$ cat src/rtl/uart_alu_pkg.sv
// Shared definitions for the ALU-to-UART result path: transmitter byte width,
// result-sender FSM encoding and an elaboration-time log2 helper.
package uart_alu_pkg;

    localparam int NB_BYTE = 8;

    typedef enum logic [1:0] {
        ST_IDLE      = 2'd0,
        ST_START     = 2'd1,
        ST_WAIT_ACK  = 2'd2,
        ST_WAIT_DONE = 2'd3
    } tx_state_e;

    // Smallest n with 2**n >= value; clog2(1) = 0.
    function automatic int clog2(input int value);
        int result;
        result = 0;
        while ((1 << result) < value) result = result + 1;
        return result;
    endfunction

endpackage

$ cat src/rtl/sync_fifo.sv
// Single-clock FIFO with registered occupancy; a push into a full FIFO is
// accepted when a pop in the same cycle frees the head slot.
module sync_fifo
    import uart_alu_pkg::*;
#(
    parameter int  WIDTH = 16,
    parameter int  DEPTH = 4,
    localparam int AW    = (clog2(DEPTH) > 0) ? clog2(DEPTH) : 1,
    localparam int CW    = clog2(DEPTH) + 1
) (
    input  logic             i_clk,
    input  logic             i_reset,
    input  logic             i_push,
    input  logic [WIDTH-1:0] i_data,
    input  logic             i_pop,
    output logic [WIDTH-1:0] o_data,
    output logic [CW-1:0]    o_count,
    output logic             o_full,
    output logic             o_empty
);

    logic [WIDTH-1:0] mem_q [DEPTH];
    logic [AW-1:0]    wr_ptr_q;
    logic [AW-1:0]    rd_ptr_q;
    logic [CW-1:0]    count_q;
    logic [CW-1:0]    count_d;
    logic             push_ok;
    logic             pop_ok;

    assign o_full  = (count_q == CW'(DEPTH));
    assign o_empty = (count_q == '0);
    assign push_ok = i_push && (!o_full || i_pop);
    assign pop_ok  = i_pop && !o_empty;

    always_comb begin
        // NOTE: default assigned first so every path drives count_d and no latch is inferred.
        count_d = count_q;
        if (push_ok && !pop_ok) begin
            count_d = count_q + 1'b1;
        end else if (!push_ok && pop_ok) begin
            count_d = count_q - 1'b1;
        end
    end

    always_ff @(posedge i_clk) begin
        if (i_reset) begin
            wr_ptr_q <= '0;
            rd_ptr_q <= '0;
            count_q  <= '0;
        end else begin
            // NOTE: non-blocking so every register here samples pre-edge values.
            if (push_ok) wr_ptr_q <= wr_ptr_q + 1'b1;
            if (pop_ok)  rd_ptr_q <= rd_ptr_q + 1'b1;
            count_q <= count_d;
        end
    end

    // NOTE: storage has no reset; pointers and count alone say which entries are valid.
    always_ff @(posedge i_clk) begin
        if (push_ok) mem_q[wr_ptr_q] <= i_data;
    end

    assign o_data  = mem_q[rd_ptr_q];
    assign o_count = count_q;

endmodule

$ cat src/rtl/uart_result_sender.sv
// Queues signed ALU results and streams each one MSB byte first to an 8-bit
// UART transmitter through its start/busy handshake.
module uart_result_sender
    import uart_alu_pkg::*;
#(
    parameter int  NB_RESULT   = 16,
    parameter int  FIFO_DEPTH  = 4,
    parameter int  ACK_TIMEOUT = 8,
    localparam int NB_COUNT    = clog2(FIFO_DEPTH) + 1
) (
    input  logic                 i_clk,
    input  logic                 i_reset,
    input  logic [NB_RESULT-1:0] i_result,
    input  logic                 i_result_valid,
    input  logic                 i_tx_busy,
    output logic                 o_tx_start,
    output logic [NB_BYTE-1:0]   o_tx_data,
    output logic [NB_COUNT-1:0]  o_count,
    output logic                 o_full,
    output logic                 o_sending,
    output logic                 o_word_done,
    output logic                 o_overflow,
    output logic                 o_ack_timeout
);

    localparam int NB_WORD_BYTES = NB_RESULT / NB_BYTE;
    localparam int NB_IDX        = (clog2(NB_WORD_BYTES) > 0) ? clog2(NB_WORD_BYTES) : 1;
    localparam int NB_TIMER      = (clog2(ACK_TIMEOUT) > 0) ? clog2(ACK_TIMEOUT) : 1;
    localparam logic [NB_IDX-1:0]   LAST_IDX  = NB_IDX'(NB_WORD_BYTES - 1);
    localparam logic [NB_TIMER-1:0] LAST_TICK = NB_TIMER'(ACK_TIMEOUT - 1);

    tx_state_e            state_q,    state_d;
    logic [NB_RESULT-1:0] word_q,     word_d;
    logic [NB_IDX-1:0]    idx_q,      idx_d;
    logic [NB_IDX-1:0]    idx_next;
    logic [NB_TIMER-1:0]  timer_q,    timer_d;
    logic [NB_BYTE-1:0]   data_q,     data_d;
    logic                 done_q,     done_d;
    logic                 overflow_q, overflow_d;
    logic                 timeout_q,  timeout_d;

    logic [NB_RESULT-1:0] fifo_head;
    logic                 fifo_empty;
    logic                 fifo_pop;
    logic                 push_dropped;

    // Byte idx of a word, counting from the most significant byte.
    function automatic logic [NB_BYTE-1:0] word_byte(input logic [NB_RESULT-1:0] word,
                                                     input logic [NB_IDX-1:0]    idx);
        return NB_BYTE'(word >> (NB_BYTE * (NB_WORD_BYTES - 1 - int'(idx))));
    endfunction

    assign fifo_pop     = (state_q == ST_IDLE) && !fifo_empty;
    assign push_dropped = i_result_valid && o_full && !fifo_pop;
    assign idx_next     = idx_q + 1'b1;

    sync_fifo #(
        .WIDTH (NB_RESULT),
        .DEPTH (FIFO_DEPTH)
    ) u_fifo (
        .i_clk   (i_clk),
        .i_reset (i_reset),
        .i_push  (i_result_valid),
        .i_data  (i_result),
        .i_pop   (fifo_pop),
        .o_data  (fifo_head),
        .o_count (o_count),
        .o_full  (o_full),
        .o_empty (fifo_empty)
    );

    always_comb begin
        state_d    = state_q;
        word_d     = word_q;
        idx_d      = idx_q;
        timer_d    = timer_q;
        data_d     = data_q;
        done_d     = 1'b0;
        overflow_d = overflow_q | push_dropped;
        timeout_d  = timeout_q;

        unique case (state_q)
            ST_IDLE: begin
                if (!fifo_empty) begin
                    word_d  = fifo_head;
                    idx_d   = '0;
                    data_d  = fifo_head[NB_RESULT-1 -: NB_BYTE];
                    state_d = ST_START;
                end
            end
            ST_START: begin
                timer_d = '0;
                state_d = ST_WAIT_ACK;
            end
            ST_WAIT_ACK: begin
                if (i_tx_busy) begin
                    state_d = ST_WAIT_DONE;
                end else if (timer_q == LAST_TICK) begin
                    // Transmitter never answered: drop the rest of this word.
                    timeout_d = 1'b1;
                    state_d   = ST_IDLE;
                end else begin
                    timer_d = timer_q + 1'b1;
                end
            end
            ST_WAIT_DONE: begin
                if (!i_tx_busy) begin
                    if (idx_q == LAST_IDX) begin
                        done_d  = 1'b1;
                        state_d = ST_IDLE;
                    end else begin
                        idx_d   = idx_next;
                        data_d  = word_byte(word_q, idx_next);
                        state_d = ST_START;
                    end
                end
            end
        endcase
    end

    always_ff @(posedge i_clk) begin
        if (i_reset) begin
            state_q    <= ST_IDLE;
            word_q     <= '0;
            idx_q      <= '0;
            timer_q    <= '0;
            data_q     <= '0;
            done_q     <= 1'b0;
            overflow_q <= 1'b0;
            timeout_q  <= 1'b0;
        end else begin
            state_q    <= state_d;
            word_q     <= word_d;
            idx_q      <= idx_d;
            timer_q    <= timer_d;
            data_q     <= data_d;
            done_q     <= done_d;
            overflow_q <= overflow_d;
            timeout_q  <= timeout_d;
        end
    end

    assign o_tx_start    = (state_q == ST_START);
    assign o_tx_data     = data_q;
    assign o_sending     = (state_q != ST_IDLE);
    assign o_word_done   = done_q;
    assign o_overflow    = overflow_q;
    assign o_ack_timeout = timeout_q;

endmodule

$ cat config.mk
export PLATFORM = sky130hd
export DESIGN_NAME = uart_result_sender
export DESIGN_NICKNAME = d
export VERILOG_FILES = /design/src/rtl/uart_alu_pkg.sv /design/src/rtl/sync_fifo.sv /design/src/rtl/uart_result_sender.sv
export SDC_FILE = /design/constraint.sdc
export NUM_CORES = 1
export LEC_CHECK = 0
export ABC_AREA = 1
export CAP_MARGIN = 10
export CORE_MARGIN = 2
export CORE_UTILIZATION = 60
export CTS_BUF_LIST = sky130_fd_sc_hd__clkbuf_4
export CTS_CLUSTER_DIAMETER = 150
export CTS_CLUSTER_SIZE = 10
export DETAILED_ROUTE_END_ITERATION = 6
export PLACE_DENSITY = 0.81
export SETUP_SLACK_MARGIN = 0.2
export SYNTH_ARGS = -nofsm -noshare
export SYNTH_HDL_FRONTEND = slang
export SYNTH_SLANG_ARGS = --single-unit
$ cat constraint.sdc
create_clock -name i_clk -period 2.55 [get_ports i_clk]
set_input_delay 0.3825 -clock i_clk [delete_from_list [all_inputs] [get_ports i_clk]]
set_output_delay 0.3825 -clock i_clk [all_outputs]
set_load 0.005 [all_outputs]
==> results.md <==
* Peak Freq at 0.477 GHz
* Post-route ant nets at 0
* HP Class: reg2reg
* CP Class: reg2reg
* Cell-internal power at 0.00307 W
* Power Total at 0.00507 W
* Starting DRT DRC Count at 172
* Most common cell after layout, fill and taps aside: nor2_1
* Syn avg cell area at 9.59 µm²
* Layout Nets at 518
* Total CTS buffers at 9
* Number of I/O port buffers at 36
* Post-synthesis mux area share at 0%
* HPWL Detailed at 5.38 mm
* Endpoint type of the worst setup path: register
* Largest net degree at the start of global routing at 33
* Synth-to-layout area growth at 12.8%
* Setup WS pre-CTS at 0.290 ns
* Slowest stage cell, crit path: dfxtp_1
* CTS tree: yes
* Flop pwr share at 46.3%
* Root Driver: clkbuf_4
* Final critical-path required period at 2.09 ns
* Layout Utilization at 69.0%
* Crit path cell chain: nor2_2 > inv_2 > nand2_1 > nand2_2 > inv_1 > ha_1 > inv_1 > fa_1 > nor2_1 > nor2_1 > nand2_1 > o21ai_0 > a21oi_1
* Clk buf depth at 2
* DR pass1 iterations at 4
* Vias in the first global route at 2934
* Worst vdd rail ir drop at 0.000432 V
* Leakage at 1.93 nW
* Worst-path maximum fanout at 6
* Post-synthesis xor/xnor area fraction at 0.201%
* H-tree depth at 3
* Mapped Cells at 455
* Sw Ratio at 39.3%
* Slew HR at 67.8%
* Post-synthesis sequential area ratio at 63.3%
* Netlist Area Pre-Place at 0.00437 mm²
* Psw at 0.00199 W
* Power per cell area at 1030 mW/mm²
* Final wirelength at 8.33 mm
* Cell type with the largest total area after synthesis: edfxtp_1
* Final slew viol count at 0
* Max Cap Viol at 0
* Row cnt at 31
* Drt wl/cell at 14.0 µm
* Area share of the largest cell type after synthesis at 44.0%
* Worst Skew at 0.0223 ns
* Worst-margin pin slew at 0.482 ns
* #FFs+latches synth at 106
* Vias per inst at 5.26
* Compound-cell area share of the yosys netlist at 8.37%
* RSZ-0062 raised after global routing: false
* Yosys cell types at 26
* Logic pwr share at 38.7%
* Hold Buf Count CTS at 0
* Register clock-pin slew on the reported worst setup and hold paths at 0.15 ns
* Gr usage total at 23.1%
* Crit share post-route at 82.1%
* Post-synthesis adder-cell area fraction at 2.46%
* CORE AREA at 0.00714 mm²
* First-pass GRT wire length at 13.8 mm
* Post-Synth Simple-Gate Area at 20.3%
* Die Y at 89.3 µm
* Number of post-CTS setup repair buffers at 0
* Total die area at 0.00797 mm²
* WP data arrival at 2.47 ns
* Placer Congestion at 0.847
* Largest family of logic cells by synthesized area: simple AND/OR/NAND/NOR gates
* Fin worst setup slack at 0.456 ns
* Initial antenna violation count at 0
* Via Count at 3125
* Ys Warns at 0
* Hold violation total from the final report at 0
* Starting Density at 61.2%
* DRC viols at 0
* Mapped Nets at 483
* Clk Latency, worst-skew pair at 0.45 ns
* I/O pin total at 37
* Most frequent cells in the layout: 102 x nor2_1, 75 x nand2_1, 64 x edfxtp_1
* Die W at 89.3 µm
* Share of layout cells above drive strength 1 at 7.47%
* Largest stage delay, worst path at 0.40 ns
* Startpoint types: register
* Clock Sink Count at 106
* Power share of the clock group at 15.0%
* Diodes inserted at 0
* GRT overflow at 0
* Area contributors post-synth: edfxtp_1 44%, dfxtp_1 19%, nor2_1 8.8%
* Final setup fails at 0
* Outcome: complete, no violations
* Setup TNS at 0 ns
* Worst endpoint required time at 2.92 ns
## synthesized netlist by cell type
cell type,n
nor2_1,102
nand2_1,75
edfxtp_1,64
o21ai_0,50
dfxtp_1,42
nand3_1,31
inv_1,24
a21oi_1,16
buf_2,11
ha_1,7
clkbuf_1,5
inv_2,5
nand2_2,4
buf_4,3
o21ai_1,3
a31oi_1,2
buf_6,2
a22oi_1,1
fa_1,1
inv_4,1
nand3_4,1
nand3b_1,1
nor2_2,1
nor3_1,1
nor4_1,1
xor2_1,1
## worst paths after layout
kind         startpoint           endpoint  slack, ns  cells after the start
max          state_q[0]  u_fifo.o_count[2]       0.46                     13
min          timer_q[0]         timer_q[0]       0.49                      1
max reg2reg  state_q[0]  u_fifo.o_count[2]       0.46                     13
min reg2reg  timer_q[0]         timer_q[0]       0.49                      1
## critical path: cells and delay by family, from the launching register on
family | cells | cell delay (ns)
and+or+nand+nor | 6 | 0.65
DFF | 1 | 0.40
buffers and inverters | 3 | 0.24
adders and majority gates | 2 | 0.52
AOI/OAI and AO/OA | 2 | 0.21
## per-stage QoR
stage                     hold slack, ns  cells  instance area (µm²)
after floorplan                    0.429    455                 4370
after global placement             0.443    578                 4800
after detailed placement           0.454    578                 4800
after CTS                          0.476    594                 4920
after global routing               0.494    594                 4920
final                              0.490    594                 4920
## registers in the layout (all words and copies together) (netlist names), named ones only
signal           cells
u_fifo.mem_q        64
word_q              16
o_tx_data            8
timer_q              3
u_fifo.o_count       3
state_q              2
u_fifo.rd_ptr_q      2
u_fifo.wr_ptr_q      2
idx_q                1
o_ack_timeout        1
o_overflow           1
o_word_done          1
## logic make-up after synthesis
group	after synthesis
AO/OA/AOI/OAI	72
XOR/XNOR	1
adder cells (fa/ha/maj)	8
buffers and inverters	51
flip-flops	106
AND/OR/NAND/NOR	217
## per-layer routing
metal	global-route usage, %	wire [µm]	vias up
li1	-	-	1584
met1	29.9	3640	1418
met2	38.7	4050	110
met3	4.80	495	13
met4	8.55	136	0
met5	0	0	-
## layout make-up
type / instances / area, µm²
clock inverter: 7 / 51.3
timing repair buffer: 45 / 428
fill: 581 / 2210
sequential: 106 / 2760
multi-input combinational: 298 / 1370
clock buffer: 9 / 67.6
tap: 99 / 124
inverter: 30 / 115
## timing repair
action                                  in CTS  in global routing
hold endpoints to repair                     0                  0
endpoints found under the setup margin       0                  3
resized for setup                            0                  1
## power by group through the flow
stage               clock (W)  sequential [W]  combinational, W
global route         0.000847         0.00239           0.00228
CTS                  0.000771         0.00234           0.00197
finish               0.000760         0.00235           0.00196
floorplan                   0         0.00233           0.00146
global placement            0         0.00237           0.00189
detailed placement          0         0.00238           0.00196
Power figures use the tool's default switching activity.
